**src/rtl/logic_unit_pkg.sv**
```systemverilog
// Shared definitions for the pipelined bitwise logic unit.
//   OP_*     : 3-bit opcode encodings
//   lu_eval  : bitwise evaluator on LU_MAX_W bits; callers zero-extend and truncate
package logic_unit_pkg;

  // Widest operand the shared evaluator supports; instances use W <= LU_MAX_W.
  localparam int unsigned LU_MAX_W = 64;

  localparam logic [2:0] OP_NOT  = 3'b000;
  localparam logic [2:0] OP_AND  = 3'b001;
  localparam logic [2:0] OP_NAND = 3'b010;
  localparam logic [2:0] OP_OR   = 3'b011;
  localparam logic [2:0] OP_NOR  = 3'b100;
  localparam logic [2:0] OP_XOR  = 3'b101;
  localparam logic [2:0] OP_XNOR = 3'b110;
  localparam logic [2:0] OP_PASS = 3'b111;

  // Evaluate one opcode on an already-negated A operand and B.
  function automatic logic [LU_MAX_W-1:0] lu_eval(input logic [LU_MAX_W-1:0] ax,
                                                  input logic [LU_MAX_W-1:0] b,
                                                  input logic [2:0]          op);
    logic [LU_MAX_W-1:0] r;
    r = ax;
    case (op)
      OP_NOT:  r = ~ax;
      OP_AND:  r = ax & b;
      OP_NAND: r = ~(ax & b);
      OP_OR:   r = ax | b;
      OP_NOR:  r = ~(ax | b);
      OP_XOR:  r = ax ^ b;
      OP_XNOR: r = ~(ax ^ b);
      OP_PASS: r = ax;
      default: r = ax;
    endcase
    return r;
  endfunction

endpackage

```
**src/rtl/logic_unit_core.sv**
```systemverilog
// Combinational W-bit operand evaluator: optional A inversion, then 8-way op select.
// Ports:
//   a_src    in  W  A source (already muxed between a and the accumulator)
//   b        in  W  operand B
//   op       in  3  opcode
//   negate   in  1  invert A source before the op
//   result_c out W  combinational result
module logic_unit_core
  import logic_unit_pkg::*;
#(
  parameter int unsigned W = 8
) (
  input  logic [W-1:0] a_src,
  input  logic [W-1:0] b,
  input  logic [2:0]   op,
  input  logic         negate,
  output logic [W-1:0] result_c
);

  logic [W-1:0] ax;

  // Zero-extend into the shared evaluator and keep the low W bits.
  always_comb begin
    ax       = negate ? ~a_src : a_src;
    result_c = W'(lu_eval(LU_MAX_W'(ax), LU_MAX_W'(b), op));
  end

endmodule

```
**src/rtl/logic_unit_pipe.sv**
```systemverilog
// Two-stage pipelined W-bit logic unit with valid/ready on both sides,
// zero/parity flags and an internal accumulator.
// Ports:
//   clk, rst_n          clock, async active-low reset
//   in_valid/in_ready   operand handshake (in_ready combinational from out_ready)
//   a, b, op            operands and opcode
//   negate              invert the A source before the op
//   acc_src             take A from the accumulator instead of a
//   acc_wr              write this beat's result into the accumulator
//   acc_clr             load ACC_INIT into the accumulator (no handshake)
//   out_valid/out_ready result handshake
//   result, zero, parity registered result and flags
//   acc                 current accumulator value
module logic_unit_pipe
  import logic_unit_pkg::*;
#(
  parameter int unsigned   W        = 8,
  parameter logic [W-1:0]  ACC_INIT = '0
) (
  input  logic         clk,
  input  logic         rst_n,
  input  logic         in_valid,
  output logic         in_ready,
  input  logic [W-1:0] a,
  input  logic [W-1:0] b,
  input  logic [2:0]   op,
  input  logic         negate,
  input  logic         acc_src,
  input  logic         acc_wr,
  input  logic         acc_clr,
  output logic         out_valid,
  input  logic         out_ready,
  output logic [W-1:0] result,
  output logic         zero,
  output logic         parity,
  output logic [W-1:0] acc
);

  logic         s1_valid;
  logic [W-1:0] s1_result;
  logic         s1_adv;
  logic         s2_adv;
  logic         accept;
  logic [W-1:0] a_src;
  logic [W-1:0] core_result;

  // Stage advance: a stage may load when it is empty or its contents move on.
  always_comb begin
    s2_adv   = !out_valid || out_ready;
    s1_adv   = !s1_valid || s2_adv;
    in_ready = s1_adv;
    accept   = in_valid && s1_adv;
    a_src    = acc_src ? acc : a;
  end

  logic_unit_core #(.W(W)) u_core (
    .a_src    (a_src),
    .b        (b),
    .op       (op),
    .negate   (negate),
    .result_c (core_result)
  );

  // Stage 1: capture the computed result on an accepted beat.
  always_ff @(posedge clk or negedge rst_n) begin
    if (!rst_n) begin
      s1_valid  <= 1'b0;
      s1_result <= '0;
    end else if (s1_adv) begin
      s1_valid <= in_valid;
      if (accept) s1_result <= core_result;
    end
  end

  // Stage 2: output register with flags; holds while the consumer stalls.
  always_ff @(posedge clk or negedge rst_n) begin
    if (!rst_n) begin
      out_valid <= 1'b0;
      result    <= '0;
      zero      <= 1'b0;
      parity    <= 1'b0;
    end else if (s2_adv) begin
      out_valid <= s1_valid;
      if (s1_valid) begin
        result <= s1_result;
        zero   <= (s1_result == '0);
        parity <= ^s1_result;
      end
    end
  end

  // Accumulator: clear wins over a same-cycle write; written at the accept edge
  // so a following acc_src beat sees the new value without a hazard.
  always_ff @(posedge clk or negedge rst_n) begin
    if (!rst_n) begin
      acc <= ACC_INIT;
    end else if (acc_clr) begin
      acc <= ACC_INIT;
    end else if (accept && acc_wr) begin
      acc <= core_result;
    end
  end

endmodule

```
**config.mk**
```make
export PLATFORM = sky130hd
export DESIGN_NAME = logic_unit_pipe
export DESIGN_NICKNAME = d
export VERILOG_FILES = /design/src/rtl/logic_unit_pkg.sv /design/src/rtl/logic_unit_core.sv /design/src/rtl/logic_unit_pipe.sv
export SDC_FILE = /design/constraint.sdc
export NUM_CORES = 1
export LEC_CHECK = 0
export BUFFER_PORTS_ARGS = -buffer_cell sky130_fd_sc_hd__buf_2
export CORE_MARGIN = 2
export CORE_UTILIZATION = 47
export CTS_CLUSTER_SIZE = 14
export DETAILED_ROUTE_END_ITERATION = 8
export PLACE_DENSITY = 0.79
export REMOVE_ABC_BUFFERS = 1
export SLEW_MARGIN = 30
export SYNTH_ARGS = -nofsm -noshare
export SYNTH_HDL_FRONTEND = slang
export SYNTH_SLANG_ARGS = --single-unit
```
**constraint.sdc**
```tcl
create_clock -name clk -period 2.5 [get_ports clk]
set_clock_uncertainty 0.2 [all_clocks]
set_input_delay 0.5 -clock clk [delete_from_list [all_inputs] [get_ports clk]]
set_output_delay 0.5 -clock clk [all_outputs]
set_load 0.005 [all_outputs]
```
==> run summary <==
Final WS setup - 0.167 ns
# rows - 25
critical-path maximum fanout - 8
Yosys warnings - 0
most frequent cell after synthesis - nand2_1
synthesized flop and latch total - 28
fin nets - 345
largest family of logic cells by synthesized area - compound AO/OA/AOI/OAI gates
crit path launch type - input pin
fin crit period - 2.33 ns
RSZ-0062 raised after global routing - false
setup TNS - 0 ns
Inst Count DP - 347
Vias/cell - 5.51
critical path's largest stage delay - 0.35 ns
Hold-fix buffers, CTS - 0
outcome - complete, no violations
Fmax achieved - 429 MHz
Max VDD drop - 0.367 mV
CTS tree - done
worst slew pin tran - 0.625 ns
final core utilization - 56.2%
Worst EP required - 2.50 ns
ys flop type - dfrtp_1
die height - 73.0 µm
Starting Density - 48.0%
global route total overflow - 0
Setup CP Type - input pin to flip-flop
Top Usage Layer GRT - met2
Worst Path Arrival - 2.34 ns
Placement Cell Area - 2540 µm²
met1 usage - 25.9%
Psw - 470 µW
FFs w/ async S/R, synth - 100%
power per cell area - 567 nW/µm²
top cells by area, synth - dfrtp_1 31%, ha_1 11%, nand2_1 5.5%
EDFF count, synth - 0
post-synthesis simple-gate area fraction - 15.6%
Post-CTS Setup Inserts - 0
Detailed Route WL - 4.75 mm
area growth from synthesis to layout - 17.2%
initial antenna violation count - 0
slew margin rel. - 58.2%
clock power share - 24.2%
period utilization - 93.3%
Gate Count Post-Synth - 253
Setup WS pre-CTS - -0.172 ns
gr usage total - 19.0%
drt drc - 0
htree depth - 1
worst skew pair latency - 0.27 ns
Antenna Nets Post-Route - 0
Synth Area in Compound Gates - 23.7%
sw frac - 31.7%
register area share after synthesis - 31.3%
combinational share of power - 37.4%
Int Power - 1.01 mW
layout cells sized above 1 - 23.6%
Power, Total - 1.48 mW
Die Wd - 73.0 µm
Hold WC Path Type - input pin to async pin
first-pass detailed-route iteration total - 4
fin area - 2620 µm²
GR Layer Usage met2 - 32.8%
WHS - 0.0165 ns
MaxCap Viol Count - 0
Num CTS Buffers - 3
GP Congestion - 0.795
first-pass GRT wire length - 8.07 mm
Cell Count, Final, Fillers Out - 351
Root Driver - clkbuf_8
Worst setup EP type - flip-flop
I/O Buffers - 46
Post-Synth Adder-Cell Area - 11.2%
pin count of the biggest net entering global routing - 39
routed length per placed instance - 13.5 µm
slowest stage cell, crit path - a221o_1
Syn Area/Cell - 8.84 µm²
Synth Cell Area - 2240 µm²
# clock sinks - 28
mux cell area share after synthesis - 3.58%
area leader, netlist - dfrtp_1
cells along the critical path - clkbuf_4, mux2i_1, xnor2_2, inv_1, ha_1, a2bb2oi_1, o221ai_1, a221o_1, a21oi_1
Distinct cells, synth - 36
placed wire-length estimate - 3.59 mm
core outline area - 4660 µm²
LEAKAGE - 1.34 nW
die area - 5320 µm²
antenna cells - 0
Worst Path Buf+Inv - 2
family with the most delay on the worst path - compound AO/OA/AOI/OAI gates
Via Count - 1,934
Synth Area in XOR/XNOR - 6.66%
I/O pins - 47
Seq pwr share - 38.5%
Detailed Route Iter0 Violations - 141
fin. max-slew vios - 0
Yosys top cell area share - 31.3%
clock slew seen by the registers of the worst setup and hold paths - 0.10 ns
vias in the first global route - 1,782
leading cell types by count after synthesis - 33 x nand2_1, 28 x dfrtp_1, 26 x inv_1
final setup fails - 0
Final Hold Fails - 0
met3 Track Usage GR - 3.31%
Bufs on Longest Clock Path - 2
power by group through the flow:
stage	combinational [mW]	clock (mW)	sequential [mW]
CTS	0.558	0.366	0.571
global route	0.635	0.387	0.582
finish	0.555	0.358	0.571
detailed placement	0.552	0	0.580
floorplan	0.345	0	0.581
global placement	0.536	0	0.579
cells by family after synthesis:
kind of cell               Yosys count
AOI/OAI and AO/OA                   73
xor gates and xnor gates            11
adders and majority gates           20
buffers and inverters               43
DFF                                 28
muxes                                8
and+or+nand+nor                     70
layout make-up:
type,count,area [µm²]
timing repair buffer,57,315
multi-input combinational,182,1370
clock inverter,1,30.0
inverter,26,97.6
tap,54,67.6
fill,438,2040
clock buffer,3,41.3
sequential,28,701
worst paths after layout:
kind | startpoint | endpoint | slack, ns | cells after the start
min in group clk | in_valid | s1_valid$_DFFE_PN0N_ | 0.25 | 2
hold reg to reg | result[7]$_DFFE_PN0P_ | result[7]$_DFFE_PN0P_ | 0.28 | 2
setup / recovery | acc_src | acc[0]$_DFFE_PN0P_ | 0.17 | 9
setup reg to reg | acc[1]$_DFFE_PN0P_ | acc[1]$_DFFE_PN0P_ | 0.24 | 10
max in group asynchronous | rst_n | result[5]$_DFFE_PN0P_ | 1.67 | 1
hold / removal | rst_n | result[3]$_DFFE_PN0P_ | 0.02 | 1
state kept, by name, summed over array words and instances, names as in the netlist:
signal,cells
s1_valid,1
zero,1
result,8
s1_result,8
out_valid,1
acc,8
parity,1
routing by layer:
layer | routed length, µm | up-vias
met4 | 7 | 0
met2 | 2310 | 50
li1 | - | 982
met1 | 2180 | 900
met5 | 0 | -
met3 | 252 | 2
placed cells by master (no fill, tap or decap), drive strengths merged, types with 4 or more instances in the layout:
master  Yosys  layout
inv        26      26
o21ai      15      15
clkbuf      6       4
buf        11      56
o221ai      8       8
nor2        7       7
nor3        4       4
a21o        7       7
nand2      33      33
a221o       7       7
a21oi      11      11
o32a        4       4
nor4b       4       4
mux2i       8       8
o21bai      5       5
xnor2      11      11
nor2b       8       8
a221oi      7       7
dfrtp      28      28
nand2b      8       8
ha         20      20
timing repair:
action | 4_1_cts | 5_1_grt
gates resized for setup | 0 | 3
endpoints found under the setup margin | 0 | 4
endpoints found under the hold margin | 0 | 0
Power figures use the tool's default switching activity.
